<file path="config.mk">
export PLATFORM = sky130hd
export DESIGN_NAME = mwc_write_cntl_flat
export DESIGN_NICKNAME = d
export VERILOG_FILES = /design/src/rtl/mwc_write_cntl_pkg.sv /design/src/rtl/mwc_write_cntl_if.sv /design/src/rtl/mwc_write_cntl_line_fifo.sv /design/src/rtl/mwc_write_cntl.sv /design/src/flat_wrapper.sv
export SDC_FILE = /design/constraint.sdc
export NUM_CORES = 2
export LEC_CHECK = 0
export CAP_MARGIN = 0
export CORE_MARGIN = 2
export CORE_UTILIZATION = 54
export DETAILED_ROUTE_END_ITERATION = 8
export GPL_TIMING_DRIVEN = 0
export PLACE_DENSITY_LB_ADDON = 0.1
export SLEW_MARGIN = 20
export SYNTH_ARGS = -nofsm -noshare
export SYNTH_HDL_FRONTEND = slang
export SYNTH_HIERARCHICAL = 1
export SYNTH_SLANG_ARGS = --single-unit
</file>
<file path="constraint.sdc">
create_clock -name clk -period 7.6 [get_ports clk]
set_clock_uncertainty 0.2 [all_clocks]
set_input_delay 2.28 -clock clk [delete_from_list [all_inputs] [get_ports clk]]
set_output_delay 2.28 -clock clk [all_outputs]
set_load 0.01 [all_outputs]
</file>
<file path="src/rtl/mwc_write_cntl_pkg.sv">
// rtl/mwc_write_cntl_pkg.sv - framing encodings, packet type, FSM states and header field helpers
package mwc_write_cntl_pkg;

  // NoC framing: bit 0 marks start of message, bit 1 marks end of message
  localparam logic [1:0] MWC_CNTL_MOM     = 2'b00;
  localparam logic [1:0] MWC_CNTL_SOM     = 2'b01;
  localparam logic [1:0] MWC_CNTL_EOM     = 2'b10;
  localparam logic [1:0] MWC_CNTL_SOM_EOM = 2'b11;

  // packet type carried on the SOM beat that identifies a write
  localparam int MWC_TYPE_WRITE = 1;

  typedef enum logic [1:0] {
    MWC_ST_IDLE = 2'd0,
    MWC_ST_DATA = 2'd1,
    MWC_ST_DROP = 2'd2
  } mwc_state_e;

  // header layout: word at bit 0, bank directly above it, page above bank
  function automatic int mwc_hdr_bank_lsb(input int word_w);
    return word_w;
  endfunction

  function automatic int mwc_hdr_page_lsb(input int word_w, input int bank_w);
    return word_w + bank_w;
  endfunction

endpackage

</file>
<file path="src/rtl/mwc_write_cntl_if.sv">
// rtl/mwc_write_cntl_if.sv - NoC beat input and MMC line request bundle
interface mwc_write_cntl_if #(
  parameter int LANES      = 8,
  parameter int LANE_WIDTH = 32,
  parameter int BANK_W     = 3,
  parameter int PAGE_W     = 12,
  parameter int WORD_W     = 7,
  parameter int TYPE_W     = 3
);
  logic                        noc__mwc__dp_valid;
  logic [1:0]                  noc__mwc__dp_cntl;
  logic [TYPE_W-1:0]           noc__mwc__dp_type;
  logic [LANE_WIDTH-1:0]       noc__mwc__dp_data;
  logic                        mwc__noc__dp_ready;
  logic                        mwc__mmc__valid;
  logic                        mmc__mwc__ready;
  logic [BANK_W-1:0]           mwc__mmc__bank;
  logic [PAGE_W-1:0]           mwc__mmc__page;
  logic [WORD_W-1:0]           mwc__mmc__word;
  logic [LANES-1:0]            mwc__mmc__mask;
  logic [LANES*LANE_WIDTH-1:0] mwc__mmc__data;
  logic                        mwc__sys__err;

  // the write controller itself
  modport slave (
    input  noc__mwc__dp_valid, noc__mwc__dp_cntl, noc__mwc__dp_type, noc__mwc__dp_data,
    input  mmc__mwc__ready,
    output mwc__noc__dp_ready, mwc__mmc__valid, mwc__mmc__bank, mwc__mmc__page,
    output mwc__mmc__word, mwc__mmc__mask, mwc__mmc__data, mwc__sys__err
  );

  // the NoC source and MMC sink driving the controller
  modport master (
    output noc__mwc__dp_valid, noc__mwc__dp_cntl, noc__mwc__dp_type, noc__mwc__dp_data,
    output mmc__mwc__ready,
    input  mwc__noc__dp_ready, mwc__mmc__valid, mwc__mmc__bank, mwc__mmc__page,
    input  mwc__mmc__word, mwc__mmc__mask, mwc__mmc__data, mwc__sys__err
  );
endinterface

</file>
<file path="src/rtl/mwc_write_cntl_line_fifo.sv">
// rtl/mwc_write_cntl_line_fifo.sv - synchronous FIFO holding assembled line requests
module mwc_write_cntl_line_fifo #(
  parameter int WIDTH = 8,
  parameter int DEPTH = 4
) (
  input  logic             clk,
  input  logic             resetn,
  input  logic             push,
  input  logic [WIDTH-1:0] push_data,
  input  logic             pop,
  output logic [WIDTH-1:0] rd_data,
  output logic             full,
  output logic             empty
);
  localparam int PTR_W = $clog2(DEPTH);

  logic [WIDTH-1:0] mem_q [DEPTH];
  logic [WIDTH-1:0] mem_d [DEPTH];
  logic [PTR_W-1:0] wr_ptr_q, wr_ptr_d;
  logic [PTR_W-1:0] rd_ptr_q, rd_ptr_d;
  logic [PTR_W:0]   count_q, count_d;
  logic             do_push, do_pop;

  assign full    = (count_q == (PTR_W+1)'(DEPTH));
  assign empty   = (count_q == '0);
  assign do_push = push && !full;
  assign do_pop  = pop && !empty;
  // head entry comes straight from storage so it is stable while not popped
  assign rd_data = mem_q[rd_ptr_q];

  // next storage, pointers and occupancy from this cycle's push/pop
  always_comb begin
    mem_d    = mem_q;
    wr_ptr_d = wr_ptr_q;
    rd_ptr_d = rd_ptr_q;
    count_d  = count_q;
    if (do_push) begin
      mem_d[wr_ptr_q] = push_data;
      wr_ptr_d        = wr_ptr_q + 1'b1;
    end
    if (do_pop) begin
      rd_ptr_d = rd_ptr_q + 1'b1;
    end
    case ({do_push, do_pop})
      2'b10:   count_d = count_q + 1'b1;
      2'b01:   count_d = count_q - 1'b1;
      default: count_d = count_q;
    endcase
  end

  // storage is cleared on reset so the head reads zero until the first push
  always_ff @(posedge clk) begin
    if (!resetn) begin
      for (int i = 0; i < DEPTH; i++) begin
        mem_q[i] <= '0;
      end
      wr_ptr_q <= '0;
      rd_ptr_q <= '0;
      count_q  <= '0;
    end else begin
      mem_q    <= mem_d;
      wr_ptr_q <= wr_ptr_d;
      rd_ptr_q <= rd_ptr_d;
      count_q  <= count_d;
    end
  end

endmodule

</file>
<file path="src/rtl/mwc_write_cntl.sv">
// rtl/mwc_write_cntl.sv - assembles NoC write packets into DRAM line requests for the MMC
module mwc_write_cntl
  import mwc_write_cntl_pkg::*;
#(
  parameter int NUM_CHANNELS   = 2,
  parameter int WORDS_PER_LINE = 4,
  parameter int LANE_WIDTH     = 32,
  parameter int BANK_W         = 3,
  parameter int PAGE_W         = 12,
  parameter int WORD_W         = 7,
  parameter int TYPE_W         = 3,
  parameter int FIFO_DEPTH     = 4
) (
  input  logic            clk,
  input  logic            reset_poweron_n,
  mwc_write_cntl_if.slave bus
);
  localparam int LANES    = NUM_CHANNELS * WORDS_PER_LINE;
  localparam int IDX_W    = (LANES > 1) ? $clog2(LANES) : 1;
  localparam int DATA_W   = LANES * LANE_WIDTH;
  localparam int ENTRY_W  = BANK_W + PAGE_W + WORD_W + LANES + DATA_W;
  localparam int BANK_LSB = mwc_hdr_bank_lsb(WORD_W);
  localparam int PAGE_LSB = mwc_hdr_page_lsb(WORD_W, BANK_W);
  localparam logic [IDX_W-1:0]  LAST_IDX   = IDX_W'(LANES - 1);
  localparam logic [WORD_W-1:0] ALIGN_MASK = ~WORD_W'(WORDS_PER_LINE - 1);

  mwc_state_e         state_q, state_d;
  logic [IDX_W-1:0]   idx_q, idx_d;
  logic [LANES-1:0]   mask_q, mask_d;
  logic [DATA_W-1:0]  lanes_q, lanes_d;
  logic [BANK_W-1:0]  bank_q, bank_d;
  logic [PAGE_W-1:0]  page_q, page_d;
  logic [WORD_W-1:0]  word_q, word_d;
  logic               err_q, err_d;

  logic               dp_ready, beat, beat_som, beat_eom, is_write;
  logic               fifo_full, fifo_empty, push;
  logic [LANES-1:0]   line_mask;
  logic [DATA_W-1:0]  line_data;
  logic [WORD_W-1:0]  word_next;
  logic               word_carry;
  logic [ENTRY_W-1:0] push_entry, head_entry;

  // all beats stall while the FIFO is full, even ones that would not push
  assign dp_ready = reset_poweron_n && !fifo_full;
  assign beat     = bus.noc__mwc__dp_valid && dp_ready;
  assign beat_som = (bus.noc__mwc__dp_cntl == MWC_CNTL_SOM) || (bus.noc__mwc__dp_cntl == MWC_CNTL_SOM_EOM);
  assign beat_eom = (bus.noc__mwc__dp_cntl == MWC_CNTL_EOM) || (bus.noc__mwc__dp_cntl == MWC_CNTL_SOM_EOM);
  assign is_write = (bus.noc__mwc__dp_type == TYPE_W'(MWC_TYPE_WRITE));

  // the pushed line uses the current address; the advance only lands in the _d copy
  assign push_entry = {bank_q, page_q, word_q, line_mask, line_data};

  assign bus.mwc__noc__dp_ready = dp_ready;
  assign bus.mwc__mmc__valid    = !fifo_empty;
  assign bus.mwc__sys__err      = err_q;
  assign {bus.mwc__mmc__bank, bus.mwc__mmc__page, bus.mwc__mmc__word,
          bus.mwc__mmc__mask, bus.mwc__mmc__data} = head_entry;

  // packet framing, lane assembly, line push and address advance
  always_comb begin
    state_d = state_q;
    idx_d   = idx_q;
    mask_d  = mask_q;
    lanes_d = lanes_q;
    bank_d  = bank_q;
    page_d  = page_q;
    word_d  = word_q;
    err_d   = 1'b0;
    push    = 1'b0;

    // current line with the incoming word merged at the write index
    line_mask = mask_q | (LANES'(1) << idx_q);
    line_data = lanes_q;
    line_data[idx_q*LANE_WIDTH +: LANE_WIDTH] = bus.noc__mwc__dp_data;
    {word_carry, word_next} = {1'b0, word_q} + (WORD_W+1)'(WORDS_PER_LINE);

    if (beat) begin
      if (state_q == MWC_ST_DROP) begin
        if (beat_eom) begin
          state_d = MWC_ST_IDLE;
        end
      end else if (beat_som) begin
        // a new header always restarts assembly; inside a packet it is a framing error
        err_d   = (state_q == MWC_ST_DATA);
        idx_d   = '0;
        mask_d  = '0;
        lanes_d = '0;
        if (beat_eom) begin
          state_d = MWC_ST_IDLE;
        end else if (is_write) begin
          state_d = MWC_ST_DATA;
          bank_d  = bus.noc__mwc__dp_data[BANK_LSB +: BANK_W];
          page_d  = bus.noc__mwc__dp_data[PAGE_LSB +: PAGE_W];
          word_d  = bus.noc__mwc__dp_data[WORD_W-1:0] & ALIGN_MASK;
        end else begin
          state_d = MWC_ST_DROP;
        end
      end else if (state_q == MWC_ST_IDLE) begin
        err_d = 1'b1;
      end else begin
        idx_d   = idx_q + 1'b1;
        mask_d  = line_mask;
        lanes_d = line_data;
        // an EOM on the last lane falls in both cases but is a single push
        push    = (idx_q == LAST_IDX) || beat_eom;
        if (idx_q == LAST_IDX) begin
          idx_d   = '0;
          mask_d  = '0;
          lanes_d = '0;
          word_d  = word_next;
          if (word_carry) begin
            page_d = page_q + 1'b1;
          end
        end
        if (beat_eom) begin
          state_d = MWC_ST_IDLE;
          idx_d   = '0;
          mask_d  = '0;
          lanes_d = '0;
        end
      end
    end
  end

  // FSM state, assembly registers and the registered err pulse
  always_ff @(posedge clk) begin
    if (!reset_poweron_n) begin
      state_q <= MWC_ST_IDLE;
      idx_q   <= '0;
      mask_q  <= '0;
      lanes_q <= '0;
      bank_q  <= '0;
      page_q  <= '0;
      word_q  <= '0;
      err_q   <= 1'b0;
    end else begin
      state_q <= state_d;
      idx_q   <= idx_d;
      mask_q  <= mask_d;
      lanes_q <= lanes_d;
      bank_q  <= bank_d;
      page_q  <= page_d;
      word_q  <= word_d;
      err_q   <= err_d;
    end
  end

  mwc_write_cntl_line_fifo #(
    .WIDTH (ENTRY_W),
    .DEPTH (FIFO_DEPTH)
  ) u_line_fifo (
    .clk       (clk),
    .resetn    (reset_poweron_n),
    .push      (push),
    .push_data (push_entry),
    .pop       (bus.mmc__mwc__ready),
    .rd_data   (head_entry),
    .full      (fifo_full),
    .empty     (fifo_empty)
  );

endmodule
</file>
<file path="src/flat_wrapper.sv">
// flat-port wrapper written by rule: the top's interface ports become plain ports
module mwc_write_cntl_flat import mwc_write_cntl_pkg::*;
#(
  parameter int NUM_CHANNELS   = 2,
  parameter int WORDS_PER_LINE = 4,
  parameter int LANE_WIDTH     = 32,
  parameter int BANK_W         = 3,
  parameter int PAGE_W         = 12,
  parameter int WORD_W         = 7,
  parameter int TYPE_W         = 3,
  parameter int FIFO_DEPTH     = 4
)
  (clk, reset_poweron_n, bus_noc__mwc__dp_valid, bus_noc__mwc__dp_cntl, bus_noc__mwc__dp_type, bus_noc__mwc__dp_data, bus_mmc__mwc__ready, bus_mwc__noc__dp_ready, bus_mwc__mmc__valid, bus_mwc__mmc__bank, bus_mwc__mmc__page, bus_mwc__mmc__word, bus_mwc__mmc__mask, bus_mwc__mmc__data, bus_mwc__sys__err);
  mwc_write_cntl_if #(.LANE_WIDTH(LANE_WIDTH), .BANK_W(BANK_W), .PAGE_W(PAGE_W), .WORD_W(WORD_W), .TYPE_W(TYPE_W)) bus_i ();
  input  logic clk;
  input  logic reset_poweron_n;
  input wire logic [$bits(bus_i.noc__mwc__dp_valid)-1:0] bus_noc__mwc__dp_valid;
  input wire logic [$bits(bus_i.noc__mwc__dp_cntl)-1:0] bus_noc__mwc__dp_cntl;
  input wire logic [$bits(bus_i.noc__mwc__dp_type)-1:0] bus_noc__mwc__dp_type;
  input wire logic [$bits(bus_i.noc__mwc__dp_data)-1:0] bus_noc__mwc__dp_data;
  input wire logic [$bits(bus_i.mmc__mwc__ready)-1:0] bus_mmc__mwc__ready;
  output wire logic [$bits(bus_i.mwc__noc__dp_ready)-1:0] bus_mwc__noc__dp_ready;
  output wire logic [$bits(bus_i.mwc__mmc__valid)-1:0] bus_mwc__mmc__valid;
  output wire logic [$bits(bus_i.mwc__mmc__bank)-1:0] bus_mwc__mmc__bank;
  output wire logic [$bits(bus_i.mwc__mmc__page)-1:0] bus_mwc__mmc__page;
  output wire logic [$bits(bus_i.mwc__mmc__word)-1:0] bus_mwc__mmc__word;
  output wire logic [$bits(bus_i.mwc__mmc__mask)-1:0] bus_mwc__mmc__mask;
  output wire logic [$bits(bus_i.mwc__mmc__data)-1:0] bus_mwc__mmc__data;
  output wire logic [$bits(bus_i.mwc__sys__err)-1:0] bus_mwc__sys__err;
  assign bus_i.noc__mwc__dp_valid = bus_noc__mwc__dp_valid;
  assign bus_i.noc__mwc__dp_cntl = bus_noc__mwc__dp_cntl;
  assign bus_i.noc__mwc__dp_type = bus_noc__mwc__dp_type;
  assign bus_i.noc__mwc__dp_data = bus_noc__mwc__dp_data;
  assign bus_i.mmc__mwc__ready = bus_mmc__mwc__ready;
  assign bus_mwc__noc__dp_ready = bus_i.mwc__noc__dp_ready;
  assign bus_mwc__mmc__valid = bus_i.mwc__mmc__valid;
  assign bus_mwc__mmc__bank = bus_i.mwc__mmc__bank;
  assign bus_mwc__mmc__page = bus_i.mwc__mmc__page;
  assign bus_mwc__mmc__word = bus_i.mwc__mmc__word;
  assign bus_mwc__mmc__mask = bus_i.mwc__mmc__mask;
  assign bus_mwc__mmc__data = bus_i.mwc__mmc__data;
  assign bus_mwc__sys__err = bus_i.mwc__sys__err;
  mwc_write_cntl #(.NUM_CHANNELS(NUM_CHANNELS), .WORDS_PER_LINE(WORDS_PER_LINE), .LANE_WIDTH(LANE_WIDTH), .BANK_W(BANK_W), .PAGE_W(PAGE_W), .WORD_W(WORD_W), .TYPE_W(TYPE_W), .FIFO_DEPTH(FIFO_DEPTH)) u_core (.clk(clk), .reset_poweron_n(reset_poweron_n), .bus(bus_i));
endmodule
</file>
Yosys cells after proc, flatten, opt, wreduce, memory -nomap -nowiden
Cells that the tools add are included.

Register bits after elaboration: 1443. Input bits: 41. Output and inout bits: 289. Word-level logic and storage cells: 114.

Add/subtract/negate cells: 8. $lt $le $gt $ge: 3. Eq/ne operators: 14. Shift operators: 3. Multiplexer cells: 43. Bitwise gates (word level): 7. Reductions and logical operators: 21.

Operator list (count): 1144-bit bitwise mux (1); 256-bit 2-to-1 mux (4); 286-bit 2-to-1 mux (3); 286-bit binary-select mux with 2-bit select (1); 286-bit demux with 2-bit select (1); 256-bit bitwise mux (1); 32-bit by 34-bit variable shift with 256-bit output, first input constant (1); 32-bit by 34-bit indexed part select with 256-bit output (1); 12-bit 2-to-1 mux (6); 7-bit 2-to-1 mux (5); 8-bit negation with 34-bit output (1); 8-bit 2-to-1 mux (4); 12-bit by 1-bit adder with 12-bit output, second input constant (1); 2-bit 2-to-1 mux (6); 3-bit 2-to-1 mux (4); 7-bit by 3-bit adder with 8-bit output, second input constant (1); 2-bit equality test, second input constant (4); 8-bit bitwise OR (1); 1-bit by 3-bit << shifter with 8-bit output, first input constant (1); 7-bit AND reduction (1); 3-bit by 1-bit adder with 3-bit output, second input constant (2); 2-bit by 1-bit equality test with 1-bit output, second input constant (3); 3-bit equality test, second input constant (2); 3-bit greater-or-equal comparator, second input constant (2); 22 further kinds (42).

Longest topological paths before layout
Depth after elaboration: 10. Gate-level depth with buffers: 13. Depth with buffers taken out: 12.

By module
Netlist, hierarchy kept.

By module, submodules not included: mwc_write_cntl_line_fifo (times used 1, cells an instance 4406, area each 48913.2 um^2, sequential area each 23042.1 um^2); mwc_write_cntl (times used 1, cells an instance 1976, area each 15235.9 um^2, sequential area each 5805.6 um^2).

Least setup slack after synthesis
Ideal clock, no wire load.

Kind: input to output. Start point: in reset_poweron_n. End point: out bus_mwc__noc__dp_ready. Data arrival time: 2.870 ns. Data required time: 5.120 ns. Slack: 2.250 ns. Cell stages on the path: 3. Path buffers: 2. Path through: buf_2 > clkbuf_1 > nor2b_1.

Word-level cells in the longest chain between the ends: 1.

Ends and longest elaborated chain: start: declaration (RTL line flat_wrapper.sv:16) `input logic reset_poweron_n;`; 1-bit logical AND (RTL line mwc_write_cntl.sv:45) `assign dp_ready = reset_poweron_n && !fifo_full;`; end: declaration (RTL line flat_wrapper.sv:22) `output wire logic [$bits(bus_i.mwc__noc__dp_ready)-1:0] bus_mwc__noc__dp_ready;`.

Every way passes these cells.

Final worst setup path
Ends and elaborated chain as after synthesis.

==> key figures <==
Final layout
  • Final cell count without fillers: around 8500
  • Fin nets: 6925
  • Fillcell total: approximately 9600
  • Final Cell Area: roughly 75000 sq um
  • Syn-to-layout area delta: 16.40%
  • Share of layout cells above drive strength 1: 0.1179

Route
  • Vias: between 50000 and 60000
  • DRC violations left: 0
  • Total routed wirelength: 214900 microns
  • DR vias/cell: approximately 6.1
  • Post-route ant nets: 0
  • First-pass DRT Iterations: 8
  • Routed len/inst: approximately 25 microns
  • Detailed Route Iter0 Violations: between 5000 and 6000

GRT
  • Global-route congestion overflow total: 0
  • Initial antenna violation count: 15
  • Largest net degree at the start of global routing: 17
  • Vias in the first global route: between 50000 and 60000
  • GRT Total Usage: 0.3431
  • First-pass GRT wire length: approximately 320000 microns

Power
  • Maximum VDD drop: ~0.23 mV
  • Pwr Density: approximately 210 nW/um^2
  • Static leakage: roughly 24 nW

Synth
  • Yosys warns: 6
  • Seq/Total Area, Yosys: 0.4497
  • Post-synth EDFFs: 0
  • Synth Register Bits: roughly 1400
  • Synthesized area: between 60000 and 70000 sq um
  • Post-synthesis cell type count: 72
  • Async S/R FF share, synth: 0
  • Mean post-synth cell area: 10.05 sq um
  • Top FF cell, synth: dfxtp_1
  • Syn Inst Count: ~6400

Critical path
  • Worst R2R End: u_core/u_line_fifo/mem_q[774]
  • CP Capture Type: output port
  • WS Path Type: in2out
  • Startpoint Class: primary input
  • Reg2reg setup slack: around 3000 ps
  • Arrival time at the worst endpoint: ~4000 ps
  • Critical register-to-register path startpoint: u_core/idx_q[0]
  • Worst Path Max Fanout: 10
  • R2R cell count: 11
  • Req. time, crit path: around 5100 ps

Placement
  • Placer Congestion: 1.034
  • Dpl cell area: around 69000 sq um
  • Number of I/O port buffers: around 330
  • Place WS: between 1000 and 1500 ps
  • Detail Placement HPWL: 154200 microns
  • Total placed cells including tap cells: 8246

Hold path
  • Sink of the worst hold path: u_core/mask_q[7]
  • Hold Path Cell Cnt: 2
  • Worst Hold Launch: u_core/mask_q[7]
  • Min-Delay Path Class: reg2reg

CTS
  • Hold_buf cts: 0
  • CTS tree: done
  • CTS H-tree lvls: 4
  • CTS max path bufs: 3
  • Buffer count from post-CTS setup fixing: 0
  • TritonCTS Buffers: 155
  • Clk_lat worst skew: about 760 ps
  • Root buffer cell: clkbuf_16
  • Cts repair resizes: 0
  • Clock Sink Count: around 1400
  • Clock transition at the registers of the reported paths: around 60 ps

Floorplan
  • Initial Util: 0.5440
  • FP Rows: between 100 and 150
  • Die height: 348.7 microns
  • I/O pin cnt: 330
  • Die Area: roughly 120000 sq um
  • Core area: between 100000 and 150000 sq um
  • Die width: 348.7 microns

Timing
  • Final Max Tran Viols: 0
  • Slew Limit Headroom: 0.1592
  • Setup TNS: 0 ps
  • Worst Tran Pin Value: 1261 ps
  • Max frequency: 0.1534 GHz
  • RSZ-0062 raised after global routing: no
  • WHS: about 230 ps
  • Final worst setup slack: between 1000 and 1500 ps
  • Final period util: 0.8580
  • Minimum clock period: 6520 ps
  • Hold Vio Cnt, Final: 0
  • Final setup viols: 0

Run
  • Max-capacitance violation count: 0

Run status
  • Status: finished clean
## routing by layer
metal  routed length, microns  share of wire  vias to the layer above  global-route usage
li1                         -              -                    23250                   -
met3                    17460          0.081                      584             0.06941
met4                    11870          0.055                       20              0.1826
met5                      144        0.00067                        -                   0
met1                    86210           0.40                    25590              0.4426
met2                    99220           0.46                     2361              0.5436
## cell usage in the layout, fill, tap and decap left out, drive strengths merged, types with 27 or more instances in the layout
cell type	netlist	final
nor2	27	27
nand3	146	146
clkdlybuf4s50	0	327
mux2i	1152	1152
mux4	286	286
a21o	36	36
a22o	56	56
nor2b	76	76
a32oi	69	69
clkbuf	325	559
dfxtp	1441	1441
a21boi	139	139
nand2	1832	1832
buf	254	254
o21ai	324	324
o22ai	29	29
## kinds of logic (layout without fill, tap and decap cells)
group	Yosys count	in the layout	share of synthesized area
compound gates	742	742	0.07874
fa+ha+maj	17	17	0.003433
xor+xnor	3	3	0.0004097
mux	1439	1439	0.2803
other cells	1	12	0.00005846
simple gates	2144	2144	0.1359
buf+inv	595	1200	0.05145
flops	1441	1441	0.4497
## cell type report
type / count / area (sq um) / area share
Antenna cell: 10 / 25.02 / 0.0003351
Buffer: 579 / 3246 / 0.04347
Clock buffer: 234 / 4683 / 0.06272
Clock inverter: 44 / 603.1 / 0.008077
Inverter: 16 / 60.06 / 0.0008043
Multi-Input combinational cell: 4347 / 32010 / 0.4287
Sequential cell: 1441 / 28850 / 0.3863
Tap cell: 1536 / 1922 / 0.02574
Timing Repair Buffer: 327 / 3273 / 0.04384
## Yosys cell counts (7+ instances only)
cell type,n,area share
a21boi_2,10,0.0018
a22o_1,56,0.0076
a21boi_0,106,0.012
nor2_1,23,0.0013
nor3_1,13,0.0010
nand2_1,1832,0.11
a32oi_1,69,0.0094
o22ai_1,29,0.0028
o21ai_0,322,0.025
buf_1,10,0.00059
mux4_2,286,0.10
clkbuf_1,325,0.019
buf_2,109,0.0085
o2bb2ai_1,13,0.0018
inv_1,15,0.00088
o311ai_0,10,0.0014
a32o_1,14,0.0022
nand3_1,136,0.011
mux2i_1,1152,0.18
a31oi_1,9,0.00088
buf_6,113,0.020
nor2b_1,76,0.0074
buf_4,22,0.0026
or3_1,7,0.00068
ha_1,16,0.0031
dfxtp_1,1441,0.45
a21o_1,36,0.0042
nand3_2,10,0.0016
a21oi_1,12,0.00094
a21boi_1,23,0.0027
## sequential cells by signal (all words and copies together) (netlist names)
signal                       cells
u_core/bank_q                    3
u_core/bus.mwc__sys__err         1
u_core/idx_q                     3
u_core/lanes_q                 256
u_core/mask_q                    8
u_core/page_q                   12
u_core/state_q                   2
u_core/u_line_fifo/count_q       3
u_core/u_line_fifo/mem_q      1144
u_core/u_line_fifo/rd_ptr_q      2
u_core/u_line_fifo/wr_ptr_q      2
u_core/word_q                    5
## power by group
group	total (mW)	leakage, nW	internal, mW	switching (mW)
Combinational	0.469	9.62	0.0865	0.383
Sequential	7.56	11.6	7.55	0.00145
Clock	7.82	2.59	4.69	3.13
Total	15.8	23.8	12.3	3.52
## metrics by stage
step | total power, mW | utilization
after floorplan | 7.948 | -
after global placement | 8.168 | 0.5881
after detailed placement | 8.169 | 0.5881
after CTS | 15.90 | 0.6330
after global routing | 16.24 | 0.6330
final | 15.85 | 0.6332
## critical path, stage by stage
cell	delay [ps]
buf_2	220
clkbuf_1	710
nor2b_1	210
clkdlybuf4s50_1	610
## how the worst max path moves through the flow
| stage | cells past startpoint | end | start |
|---|---|---|---|
| after global placement | 4 | bus_mwc__noc__dp_ready | reset_poweron_n |
| after detailed placement | 4 | bus_mwc__noc__dp_ready | reset_poweron_n |
| final | 4 | bus_mwc__noc__dp_ready | reset_poweron_n |
| after floorplan | 3 | bus_mwc__noc__dp_ready | reset_poweron_n |
| after global routing | 4 | bus_mwc__noc__dp_ready | reset_poweron_n |
| after CTS | 4 | bus_mwc__noc__dp_ready | reset_poweron_n |
(Power assumes the default switching activity.)
